`config.mk`:
```
export PLATFORM = sky130hd
export DESIGN_NAME = vscale_tohost_monitor
export DESIGN_NICKNAME = d
export VERILOG_FILES = /design/src/rtl/vscale_tohost_monitor.sv
export SDC_FILE = /design/constraint.sdc
export NUM_CORES = 1
export LEC_CHECK = 0
export CORE_ASPECT_RATIO = 0.75
export CORE_MARGIN = 4
export CORE_UTILIZATION = 47
export CTS_CLUSTER_SIZE = 8
export DETAILED_ROUTE_END_ITERATION = 10
export MAX_ROUTING_LAYER = met4
export PLACE_DENSITY = 0.87
export SYNTH_ARGS = -nofsm -noshare
export SYNTH_HDL_FRONTEND = slang
export SYNTH_SLANG_ARGS = --single-unit
```
`constraint.sdc`:
```
create_clock -name clk -period 4.3 [get_ports clk]
set_clock_uncertainty 0.2 [all_clocks]
set_input_delay 0.86 -clock clk [delete_from_list [all_inputs] [get_ports clk]]
set_output_delay 0.86 -clock clk [all_outputs]
set_load 0.02 [all_outputs]
```
`src/rtl/vscale_tohost_monitor.sv`:
```
// Synthesizable tohost pass/fail monitor: snoops dmem stores to a bank of tohost
// mailboxes, tracks a saturating cycle count and reports a sticky verdict.
module vscale_tohost_monitor #(
  parameter int                    ADDR_WIDTH     = 32,
  parameter int                    DATA_WIDTH     = 32,
  parameter int                    NUM_CHANNELS   = 2,
  parameter logic [ADDR_WIDTH-1:0] TOHOST_BASE    = 32'h00001000,
  parameter int                    CHANNEL_STRIDE = 4,
  parameter int                    CYCLE_WIDTH    = 64
) (
  input  logic                    clk,
  input  logic                    reset,
  input  logic                    dmem_en,
  input  logic                    dmem_wen,
  input  logic [ADDR_WIDTH-1:0]   dmem_addr,
  input  logic [DATA_WIDTH-1:0]   dmem_wdata_delayed,
  input  logic [CYCLE_WIDTH-1:0]  max_cycles,
  input  logic                    clear,
  output logic                    done,
  output logic                    passed,
  output logic                    failed,
  output logic                    timed_out,
  output logic [DATA_WIDTH-2:0]   fail_code,
  output logic [2:0]              fail_channel,
  output logic [NUM_CHANNELS-1:0] chan_passed,
  output logic [CYCLE_WIDTH-1:0]  cycle_count
);

  typedef enum logic [1:0] {
    S_RUN,
    S_PASSED,
    S_FAILED,
    S_TIMEOUT
  } state_t;

  state_t                  state_q, state_d;
  logic                    hit_valid_q;
  logic [2:0]              hit_chan_q;
  logic                    addr_hit;
  logic [2:0]              addr_chan;
  logic [NUM_CHANNELS-1:0] chan_passed_q, chan_passed_d;
  logic [NUM_CHANNELS-1:0] pass_mask;
  logic [DATA_WIDTH-2:0]   fail_code_q, fail_code_d;
  logic [2:0]              fail_channel_q, fail_channel_d;
  logic [CYCLE_WIDTH-1:0]  cycle_count_q, cnt_next;
  logic                    timeout_hit;
  logic                    data_is_one;
  logic                    data_is_fail;

  always_comb begin
    addr_hit  = 1'b0;
    addr_chan = '0;
    if (dmem_en && dmem_wen) begin
      for (int k = 0; k < NUM_CHANNELS; k++) begin
        if (dmem_addr == TOHOST_BASE + ADDR_WIDTH'(k * CHANNEL_STRIDE)) begin
          addr_hit  = 1'b1;
          addr_chan = 3'(k);
        end
      end
    end
  end

  // Timeout is judged against the count being written on this edge, so the
  // verdict appears together with the first count above the limit.
  assign cnt_next     = (cycle_count_q == '1) ? cycle_count_q : cycle_count_q + CYCLE_WIDTH'(1);
  assign timeout_hit  = (max_cycles != '0) && (cnt_next > max_cycles);
  assign data_is_one  = (dmem_wdata_delayed == DATA_WIDTH'(1));
  assign data_is_fail = (dmem_wdata_delayed != '0) && !data_is_one;
  assign pass_mask    = chan_passed_q |
                        ((hit_valid_q && data_is_one) ? (NUM_CHANNELS'(1) << hit_chan_q) : '0);

  always_comb begin
    state_d        = state_q;
    chan_passed_d  = chan_passed_q;
    fail_code_d    = fail_code_q;
    fail_channel_d = fail_channel_q;
    if (state_q == S_RUN) begin
      if (hit_valid_q && data_is_fail) begin
        state_d        = S_FAILED;
        fail_code_d    = dmem_wdata_delayed[DATA_WIDTH-1:1];
        fail_channel_d = hit_chan_q;
      end else begin
        chan_passed_d = pass_mask;
        if (pass_mask == {NUM_CHANNELS{1'b1}}) begin
          state_d = S_PASSED;
        end else if (timeout_hit) begin
          state_d = S_TIMEOUT;
        end
      end
    end
  end

  always_ff @(posedge clk or negedge reset) begin
    if (!reset) begin
      state_q        <= S_RUN;
      hit_valid_q    <= 1'b0;
      hit_chan_q     <= '0;
      chan_passed_q  <= '0;
      fail_code_q    <= '0;
      fail_channel_q <= '0;
      cycle_count_q  <= '0;
    end else if (clear) begin
      state_q        <= S_RUN;
      hit_valid_q    <= 1'b0;
      hit_chan_q     <= '0;
      chan_passed_q  <= '0;
      fail_code_q    <= '0;
      fail_channel_q <= '0;
      cycle_count_q  <= '0;
    end else begin
      state_q        <= state_d;
      hit_valid_q    <= addr_hit;
      hit_chan_q     <= addr_chan;
      chan_passed_q  <= chan_passed_d;
      fail_code_q    <= fail_code_d;
      fail_channel_q <= fail_channel_d;
      cycle_count_q  <= cnt_next;
    end
  end

  assign done         = (state_q != S_RUN);
  assign passed       = (state_q == S_PASSED);
  assign failed       = (state_q == S_FAILED);
  assign timed_out    = (state_q == S_TIMEOUT);
  assign fail_code    = fail_code_q;
  assign fail_channel = fail_channel_q;
  assign chan_passed  = chan_passed_q;
  assign cycle_count  = cycle_count_q;

endmodule

```
==> impl_metrics.json <==
{
  "synth_seq_cells": 102,
  "reg2reg_to": "state_q[1]",
  "hold_violations": 0,
  "status": "completed",
  "cts.sinks": 102,
  "utilization_pct": 69.1,
  "vias_per_cell": 5.54,
  "maxCapViolations": 0,
  "synth_area_mm2": 0.00709,
  "start_util_pct": 48.4,
  "avgSynthCellArea_um2": 8.84,
  "tightest_slew_ns": 1.17,
  "grt_max_degree": 64,
  "min_period_over_period_pct": 96.4,
  "fin_tns_setup_ns": 0,
  "gp_congestion": 0.947,
  "setup_viol": 0,
  "diodes": 0,
  "p_per_area_mw_per_mm2": 217,
  "ys_seq_area_share_pct": 36.0,
  "slew_viol_final": 0,
  "ir_drop_v": 0.000192,
  "synthFlopType": "dfrtp_1",
  "period_minus_slack_ns": 4.14,
  "grt_overflow": 0,
  "nNetsFinal": 1247,
  "yosys_warnings": 0,
  "port_buffers": 234,
  "cp.required_ns": 4.36,
  "drc_errors": 0,
  "clk_pin_slew_worst_paths_ns": 0.08,
  "r2r-start": "cycle_count[18]",
  "placedCellCount": 1234,
  "ant_nets": 0,
  "dieWidth_um": 150,
  "hold_path.class": "in2async",
  "synth_common_cells": "inv_1, dfrtp_1, ha_1, nor2b_1, nand2_1",
  "drt_iter0_markers": 488,
  "end_kind": "register",
  "area_delta_synth_final_pct": 42.6,
  "critPathLaunch": "cycle_count[18]",
  "core_area_mm2": 0.0146,
  "antenna_found_initial": 0,
  "synth_area_leaders": "dfrtp_1, ha_1, xnor2_1",
  "wirelength_mm": 23.1,
  "synth-edff-count": 0,
  "firstDrtPassIters": 5,
  "worstPathArrival_ns": 4.20,
  "cts-root-buf": "clkbuf_16",
  "track_usage_pct": 27.2,
  "grt_pass1_wl_mm": 36.1,
  "yosysTopAreaCell": "dfrtp_1",
  "hpwl_mm": 18.4,
  "dieArea_mm2": 0.0171,
  "timing.fmax_ghz": 0.241,
  "reg2reg_slack_ns": 0.16,
  "via_count": 6941,
  "netlist_instances": 802,
  "slew_headroom_pct": 21.8,
  "endpoint": "state_q[1]",
  "clockBufferDepth": 2,
  "cellLeakagePower_nw": 4.63,
  "die_h_um": 114,
  "synth_cell_types": 56,
  "numCtsBuffers": 9,
  "grt_pass1_vias": 6939,
  "pin_count": 237,
  "final_cells": 1254,
  "wl_per_cell_um": 18.4,
  "cts_tree": "built",
  "p_total_mw": 2.19,
  "clk_latency_ns": 0.34,
  "worstSetupStartpointType": "register",
  "num_rows": 38,
  "yosysMostFrequentCell": "inv_1",
  "critPathMaxFanout": 5,
  "synth.top_cell.area_share_pct": 36.0,
  "layout-drive-gt1-share_pct": 6.83,
  "critical_path_class": "reg2reg",
  "rr_worst_depth": 16,
  "synthArstFlopShare_pct": 100,
  "ctsHtreeMaxLevel": 3
}
-- metrics by stage --
step | setup slack, ns | area, um2 | hold slack (ns)
after floorplan | 0.269 | 7100 | 0.320
after global placement | 0.241 | 9740 | 0.324
after detailed placement | 0.187 | 9740 | 0.332
after CTS | 0.109 | 10000 | 0.285
after global routing | -0.0416 | 10100 | 0.294
final | 0.156 | 10100 | 0.269
-- timing repair --
| action | in CTS | in global routing |
|---|---|---|
| hold buffers | 0 | 0 |
| setup buffers | 0 | 4 |
| gates resized for setup | 0 | 13 |
| setup endpoints to repair | 0 | 2 |
-- report_power, final --
part / leakage [nW] / internal (mW) / total (mW) / switching, mW
sequential: 1.39 / 0.983 / 0.998 / 0.0148
combinational: 3.10 / 0.196 / 0.380 / 0.184
clock: 0.142 / 0.408 / 0.812 / 0.404
total: 4.63 / 1.59 / 2.19 / 0.602
-- how the worst min path moves through the flow --
stage                 endpoint  slack, ns          start  cells past startpoint
2_1_floorplan   chan_passed[1]       0.32  hit_chan_q[0]                      2
3_3_place_gp     fail_code[22]       0.32  fail_code[22]                      2
3_5_place_dp     fail_code[22]       0.33  fail_code[22]                      2
4_1_cts        cycle_count[54]       0.29          reset                      1
5_1_grt        cycle_count[54]       0.29          reset                      1
6_report       cycle_count[54]       0.27          reset                      1
-- cells in the final DEF, fill, tap and decap left out, drive strengths merged, types with 4 or more instances in the layout --
cell           count
nor3              13
clkbuf             9
nor2              22
clkdlybuf4s50    232
xnor2             49
o21ai             43
a21oi             34
nand3             29
ha                65
buf               28
nand4             42
dfrtp            102
xor2              11
inv              110
nand2             50
and2               4
a31oi              6
nor4              37
nor2b             61
and3              22
and4              10
nand3b            32
and2b              4
-- cell type report --
type                            instances  area [um2]
Fill cell                            1173        4530
Inverter                              106         398
Multi-Input combinational cell        570        4090
Clock inverter                          7        63.8
Clock buffer                            9         225
Timing Repair Buffer                  260        2530
Sequential cell                       102        2560
Tap cell                              200         250
-- flip-flops by register name, indices dropped and copies added, names as in the netlist --
| name | count |
|---|---|
| hit_chan_q | 1 |
| fail_code | 31 |
| hit_valid_q | 1 |
| state_q | 2 |
| fail_channel | 1 |
| cycle_count | 64 |
| chan_passed | 2 |
-- logic make-up after synthesis --
kind of cell | count (synthesis) | share of synthesized area (%)
AO/OA/AOI/OAI | 106 | 9.09
XOR/XNOR | 60 | 7.62
adder cells (fa/ha/maj) | 65 | 11.5
buffers and inverters | 131 | 7.23
flip-flops | 102 | 36.0
other | 1 | 0.0529
AND/OR/NAND/NOR | 337 | 28.5
-- critical path, cell delays in order, from the launching register on --
cell	delay, ns
dfrtp_1	0.42
nand4_1	0.11
buf_4	0.17
nor4_4	0.33
nand4_1	0.25
a2111oi_4	0.38
buf_4	0.20
buf_4	0.14
nand4_1	0.15
xnor2_2	0.18
ha_1	0.31
nand4_1	0.12
nor4_2	0.06
and3_1	0.23
a31o_2	0.22
or3b_2	0.46
o22ai_1	0.13
-- metal layers --
metal | global-route usage (%) | up-vias | wire length, um | share of wire [%]
met5 | - | - | 0 | 0
met4 | 6.15 | 0 | 351 | 1.5
met3 | 6.37 | 30 | 2150 | 9.3
met2 | 41.5 | 314 | 10400 | 45
met1 | 37.1 | 3300 | 10200 | 44
li1 | - | 3297 | - | -
Note: power is estimated with default switching activity, not from simulation.
